File: src/rtl/bt_pkg.sv
// Shared Bluetooth receive-path types and sizes.
// Imported by the receive FIFO and its helpers.
package bt_pkg;
  localparam int BT_DATA_W        = 8;
  localparam int BT_RX_FIFO_DEPTH = 16;

  typedef logic [BT_DATA_W-1:0] bt_byte_t;
endpackage

File: src/rtl/sync_rise.sv
// Two-flop synchronizer with a one-cycle rising-edge pulse.
// Reusable for any slow asynchronous strobe.
module sync_rise (
  input  logic clk,
  input  logic rst,
  input  logic a_in,
  output logic rise
);
  logic s1, s2, s3;

  always_ff @(posedge clk) begin
    if (rst) begin
      s1 <= 1'b0;
      s2 <= 1'b0;
      s3 <= 1'b0;
    end else begin
      s1 <= a_in;
      s2 <= s1;
      s3 <= s2;
    end
  end

  assign rise = s2 & ~s3;
endmodule

File: src/rtl/bt_rx_fifo.sv
// FWFT byte FIFO fed by the UART receiver's avail/dout strobe.
// The avail strobe crosses from clk_div via sync_rise.
module bt_rx_fifo
  import bt_pkg::*;
#(
  parameter int DEPTH  = BT_RX_FIFO_DEPTH,
  parameter int DATA_W = BT_DATA_W,
  parameter int CNT_W  = $clog2(DEPTH) + 1
) (
  input  logic              clk,
  input  logic              rst,
  input  logic              avail_in,
  input  logic [DATA_W-1:0] din,
  input  logic              rd_en,
  output logic [DATA_W-1:0] dout,
  output logic              empty,
  output logic              full,
  output logic [CNT_W-1:0]  count,
  output logic              overflow,
  input  logic              ovf_clr
);
  localparam int PTR_W = $clog2(DEPTH);

  logic [DATA_W-1:0] mem [DEPTH];
  logic [PTR_W-1:0]  wr_ptr, rd_ptr;
  logic [CNT_W-1:0]  cnt_nxt;
  logic              push, pop, wr, ovf_set;

  sync_rise u_sync (
    .clk  (clk),
    .rst  (rst),
    .a_in (avail_in),
    .rise (push)
  );

  assign pop     = rd_en & ~empty;
  // A pop frees the slot this edge, so a full FIFO may still accept
  assign wr      = push & (~full | pop);
  assign ovf_set = push & full & ~pop;

  always_comb begin
    cnt_nxt = count;
    unique case (1'b1)
      wr && !pop: cnt_nxt = count + CNT_W'(1);
      pop && !wr: cnt_nxt = count - CNT_W'(1);
      default:    cnt_nxt = count;
    endcase
  end

  always_ff @(posedge clk) begin
    if (wr) mem[wr_ptr] <= din;
  end

  always_ff @(posedge clk) begin
    if (rst) begin
      wr_ptr   <= '0;
      rd_ptr   <= '0;
      count    <= '0;
      empty    <= 1'b1;
      full     <= 1'b0;
      overflow <= 1'b0;
    end else begin
      if (wr)  wr_ptr <= wr_ptr + PTR_W'(1);
      if (pop) rd_ptr <= rd_ptr + PTR_W'(1);
      count <= cnt_nxt;
      empty <= (cnt_nxt == '0);
      full  <= (cnt_nxt == CNT_W'(DEPTH));
      if (ovf_set)      overflow <= 1'b1;
      else if (ovf_clr) overflow <= 1'b0;
    end
  end

  assign dout = mem[rd_ptr];
endmodule
File: config.mk
export PLATFORM = sky130hd
export DESIGN_NAME = bt_rx_fifo
export DESIGN_NICKNAME = d
export VERILOG_FILES = /design/src/rtl/bt_pkg.sv /design/src/rtl/sync_rise.sv /design/src/rtl/bt_rx_fifo.sv
export SDC_FILE = /design/constraint.sdc
export NUM_CORES = 1
export LEC_CHECK = 0
export ABC_AREA = 0
export CAP_MARGIN = 30
export CORE_MARGIN = 2
export CORE_UTILIZATION = 45
export CTS_BUF_LIST = sky130_fd_sc_hd__clkbuf_8
export DETAILED_ROUTE_END_ITERATION = 8
export PLACE_DENSITY = 0.73
export RECOVER_POWER = 25
export SLEW_MARGIN = 20
export SYNTH_ARGS = -nofsm -noshare
export SYNTH_HDL_FRONTEND = slang
export SYNTH_SLANG_ARGS = --single-unit
File: constraint.sdc
create_clock -name clk -period 3.9 [get_ports clk]
set_clock_uncertainty 0.05 [all_clocks]
set_input_delay 0.975 -clock clk [delete_from_list [all_inputs] [get_ports clk]]
set_output_delay 0.975 -clock clk [all_outputs]
set_load 0.02 [all_outputs]
==> run_summary.xml <==
<?xml version="1.0" encoding="UTF-8"?>
<metrics>
  <group name="outcome">
    <metric name="status" unit="">complete, no violations</metric>
  </group>
  <group name="logic_synthesis">
    <metric name="synthesis.area" unit="mm²">0.00605</metric>
    <metric name="yosysWarningCount" unit="">0</metric>
    <metric name="yosys_register_bits" unit="">151</metric>
    <metric name="synthDistinctLibCells" unit="">36</metric>
    <metric name="leading_cell_types_by_total_area_after_synthesis" unit="">sky130_fd_sc_hd__edfxtp_1, sky130_fd_sc_hd__mux4_1, sky130_fd_sc_hd__dfxtp_1</metric>
    <metric name="asyncSetResetFlopFracSynth" unit="%">0</metric>
    <metric name="yosys.cell_count.top_type" unit="">sky130_fd_sc_hd__edfxtp_1</metric>
    <metric name="netlist.area_leader.share" unit="%">63.5</metric>
    <metric name="count_of_flip_flops_with_a_built_in_enable_after_synthesis" unit="">128</metric>
    <metric name="synth_area_per_cell" unit="µm²">19.5</metric>
    <metric name="synth_flop_cell" unit="">sky130_fd_sc_hd__edfxtp_1</metric>
    <metric name="synth_top_cells_by_count" unit="">sky130_fd_sc_hd__edfxtp_1, sky130_fd_sc_hd__nor2_1, sky130_fd_sc_hd__mux4_1, sky130_fd_sc_hd__dfxtp_1, sky130_fd_sc_hd__mux4_2</metric>
    <metric name="synth_sequential_area_ratio" unit="%">71.1</metric>
    <metric name="post_synthesis_net_count" unit="">332</metric>
    <metric name="post_synth_inst_count" unit="">311</metric>
    <metric name="post-synth-top-area-cell" unit="">sky130_fd_sc_hd__edfxtp_1</metric>
  </group>
  <group name="sta">
    <metric name="setup_viol_count_final" unit="">0</metric>
    <metric name="timing.setup.tns" unit="ns">0</metric>
    <metric name="period_share" unit="%">96.5</metric>
    <metric name="hold_violations" unit="">0</metric>
    <metric name="timing.fmax" unit="GHz">0.266</metric>
    <metric name="slew_headroom" unit="%">47.2</metric>
    <metric name="tightestPinTransition" unit="ns">0.790</metric>
    <metric name="grt_setup_unrepaired" unit="">no</metric>
    <metric name="drv_slew" unit="">0</metric>
    <metric name="finalCriticalPeriod" unit="ns">3.76</metric>
  </group>
  <group name="run">
    <metric name="number_of_max_cap_violations" unit="">0</metric>
  </group>
  <group name="clock_network">
    <metric name="cts_resized" unit="">0</metric>
    <metric name="ctsLongestPathBuffers" unit="">2</metric>
    <metric name="cts_tree" unit="">yes</metric>
    <metric name="clock_latency" unit="ns">0.43</metric>
    <metric name="post-cts-setup-buffers" unit="">0</metric>
    <metric name="clock-sinks" unit="">151</metric>
    <metric name="cts_inserted_buffers" unit="">17</metric>
    <metric name="cts.root.buffer_cell" unit="">sky130_fd_sc_hd__clkbuf_8</metric>
    <metric name="cts.reportedPaths.clkPinSlew" unit="ns">0.07</metric>
    <metric name="cts-hold-fix-buffers" unit="">0</metric>
    <metric name="htreeDepth" unit="">4</metric>
  </group>
  <group name="detailed_routing">
    <metric name="drt_pass1_iterations" unit="">5</metric>
    <metric name="post-route-drc-count" unit="">0</metric>
    <metric name="drt_wl_total" unit="mm">11.2</metric>
    <metric name="routed_via_density" unit="">5.48</metric>
    <metric name="first_iter_violations" unit="">388</metric>
    <metric name="ant_nets_after_route" unit="">0</metric>
    <metric name="wl_per_cell" unit="µm">20.1</metric>
    <metric name="dr_total_vias" unit="">3050</metric>
  </group>
  <group name="finish">
    <metric name="instances_no_fill" unit="">557</metric>
    <metric name="num-nets-final" unit="">389</metric>
    <metric name="final_design_area_no_fill" unit="mm²">0.00699</metric>
    <metric name="n_antenna_cell" unit="">0</metric>
    <metric name="flow.area_growth_from_synthesis" unit="%">15.5</metric>
    <metric name="layout-drive-gt1-share" unit="%">18.4</metric>
  </group>
  <group name="setup_path">
    <metric name="start_kind" unit="">flip-flop</metric>
    <metric name="critical_path.endpoint_type" unit="">output port</metric>
    <metric name="worst_ep_required_time" unit="ns">2.87</metric>
    <metric name="cp_cell_instances" unit="">buf_12 -&gt; mux4_1 -&gt; mux4_2 -&gt; clkdlybuf4s50_1</metric>
    <metric name="worst_path_arrival" unit="ns">2.74</metric>
    <metric name="timing.critical_path.fanout_max" unit="">32</metric>
    <metric name="crit_family" unit="">multiplexers</metric>
    <metric name="worstPathBufferInverterCount" unit="">2</metric>
    <metric name="cpPeakStageDelay" unit="ns">0.62</metric>
    <metric name="timing.setup.critical_path_class" unit="">reg -&gt; out</metric>
    <metric name="cp_slowest_cell" unit="">sky130_fd_sc_hd__mux4_1</metric>
  </group>
  <group name="power">
    <metric name="power_frac_seq" unit="%">55.8</metric>
    <metric name="power.share.clock" unit="%">32.5</metric>
    <metric name="p_int" unit="mW">2.46</metric>
    <metric name="p_sw_share" unit="%">23.4</metric>
    <metric name="share_comb_of_total_power" unit="%">11.7</metric>
    <metric name="power.switching" unit="µW">750</metric>
    <metric name="worst_voltage_drop_across_the_vdd_grid" unit="µV">204</metric>
    <metric name="power.total" unit="mW">3.21</metric>
    <metric name="leakage_power_summed_over_all_cells" unit="nW">2.28</metric>
    <metric name="power_per_cell_area" unit="mW/mm²">459</metric>
  </group>
  <group name="global_routing">
    <metric name="grt_pass1_vias" unit="">3075</metric>
    <metric name="grt-ovfl-total" unit="">0</metric>
    <metric name="antenna_found_initial" unit="">0</metric>
    <metric name="grt_start_max_net_pins" unit="">33</metric>
    <metric name="grt_first_pass_wirelength" unit="mm">17.0</metric>
    <metric name="gr-usage-all-layers" unit="%">16.7</metric>
  </group>
  <group name="die">
    <metric name="die_h" unit="µm">120</metric>
    <metric name="boundaryPins" unit="">29</metric>
    <metric name="num_rows" unit="">42</metric>
    <metric name="dieWidth" unit="µm">120</metric>
    <metric name="coreArea" unit="mm²">0.0132</metric>
    <metric name="floorplan.die_area" unit="mm²">0.0144</metric>
    <metric name="floorplan.initialDensity" unit="%">45.9</metric>
  </group>
  <group name="placed_design">
    <metric name="gp_congestion" unit="">0.767</metric>
    <metric name="place_hpwl" unit="mm">7.25</metric>
    <metric name="place.detailed.instances" unit="">525</metric>
    <metric name="placed_area" unit="mm²">0.00664</metric>
    <metric name="numPortBuffers" unit="">28</metric>
  </group>
  <group name="worst_hold_path">
    <metric name="hold_path_class" unit="">reg -&gt; reg</metric>
  </group>
</metrics>
==> worst reg2reg max path, cell delays in order, from the launching register on <==
cell and delay, ns:
sky130_fd_sc_hd__dfxtp_1 0.32, sky130_fd_sc_hd__nand2b_1 0.20, sky130_fd_sc_hd__a21boi_2 0.18, sky130_fd_sc_hd__inv_1 0.08, sky130_fd_sc_hd__ha_1 0.26, sky130_fd_sc_hd__xor2_1 0.19
sky130_fd_sc_hd__ha_1 0.21, sky130_fd_sc_hd__mux2_2 0.34, sky130_fd_sc_hd__o21ai_0 0.15, sky130_fd_sc_hd__nand3_1 0.11, sky130_fd_sc_hd__xor2_1 0.18, sky130_fd_sc_hd__a31o_1 0.22
==> stage by stage <==
stage | setup WS [ns] | utilization, % | hold WS (ns)
4_1_cts | 0.0883 | 53.0 | 0.416
5_1_grt | 0.0507 | 53.0 | 0.437
3_5_place_dp | 0.272 | 50.4 | 0.390
3_3_place_gp | 0.367 | 50.4 | 0.378
6_report | 0.136 | 53.0 | 0.411
2_1_floorplan | 0.737 | - | 0.364
==> routing by layer <==
layer | global-route usage [%] | share of wire [%] | up-vias
met5 | 0 | 0 | -
met4 | 7.65 | 2.2 | 0
met3 | 4.75 | 6.5 | 21
met2 | 26.6 | 50 | 117
met1 | 21.2 | 41 | 1554
li1 | - | - | 1358
==> placed cells by master, fill, tap and decap left out, types with 2 or more instances in the layout <==
cell type	synthesis	final
sky130_fd_sc_hd__a21oi_1	5	5
sky130_fd_sc_hd__buf_4	1	22
sky130_fd_sc_hd__clkbuf_8	0	17
sky130_fd_sc_hd__clkdlybuf4s50_1	0	23
sky130_fd_sc_hd__clkinv_1	0	2
sky130_fd_sc_hd__clkinvlp_4	0	6
sky130_fd_sc_hd__dfxtp_1	23	22
sky130_fd_sc_hd__dlygate4sd3_1	0	5
sky130_fd_sc_hd__edfxtp_1	128	128
sky130_fd_sc_hd__ha_1	8	8
sky130_fd_sc_hd__inv_1	7	10
sky130_fd_sc_hd__mux2i_1	3	3
sky130_fd_sc_hd__mux4_1	24	24
sky130_fd_sc_hd__mux4_2	16	16
sky130_fd_sc_hd__nand2_1	12	12
sky130_fd_sc_hd__nand2b_1	5	5
sky130_fd_sc_hd__nand4_1	2	2
sky130_fd_sc_hd__nor2_1	27	27
sky130_fd_sc_hd__nor2b_1	7	7
sky130_fd_sc_hd__nor3_1	5	5
sky130_fd_sc_hd__nor4b_1	2	2
sky130_fd_sc_hd__o21ai_0	2	2
sky130_fd_sc_hd__xnor2_1	4	4
sky130_fd_sc_hd__xor2_1	6	6
==> final cells by class <==
class	instances	area, µm²
clock buffer	17	234
clock inverter	15	116
fill	1025	6200
inverter	7	26.3
multi-input combinational	140	1620
sequential	151	4310
tap	176	220
timing repair buffer	51	465
==> sequential cells by signal, indices dropped and copies added (netlist names), named ones only <==
signal,count
count,5
wr_ptr,4
u_sync.s1,1
full,1
empty,1
u_sync.s2,1
mem,128
u_sync.s3,1
rd_ptr,4
overflow,1
==> power by group through the flow <==
stage,registers [mW],clock network (mW),logic (mW)
final,1.79,1.04,0.376
after global routing,1.79,1.12,0.408
after CTS,1.79,1.07,0.383
after detailed placement,1.82,0,0.381
after global placement,1.82,0,0.373
after floorplan,1.83,0,0.263
==> kinds of logic (layout without fill, tap and decap cells) <==
logic type,after synthesis,count (layout),synth area share (%)
AO/OA/AOI/OAI,14,14,1.67
flip-flops,151,151,71.1
buffers and inverters,20,90,2.07
adder cells (fa/ha/maj),8,8,1.65
AND/OR/NAND/NOR,64,64,5.00
XOR/XNOR,10,10,1.45
multiplexers,44,44,17.1
==> final timing paths <==
| check | start | end | slack (ns) | cells past startpoint |
|---|---|---|---|---|
| worst max-delay path | flip-flop | dout[7] | 0.14 | 4 |
| worst min-delay path | u_sync.s1 | u_sync.s2 | 0.41 | 1 |
| worst max register to register | empty | empty | 1.32 | 11 |
| worst min register to register | u_sync.s1 | u_sync.s2 | 0.41 | 1 |
Note: power is estimated with default switching activity, not from simulation.
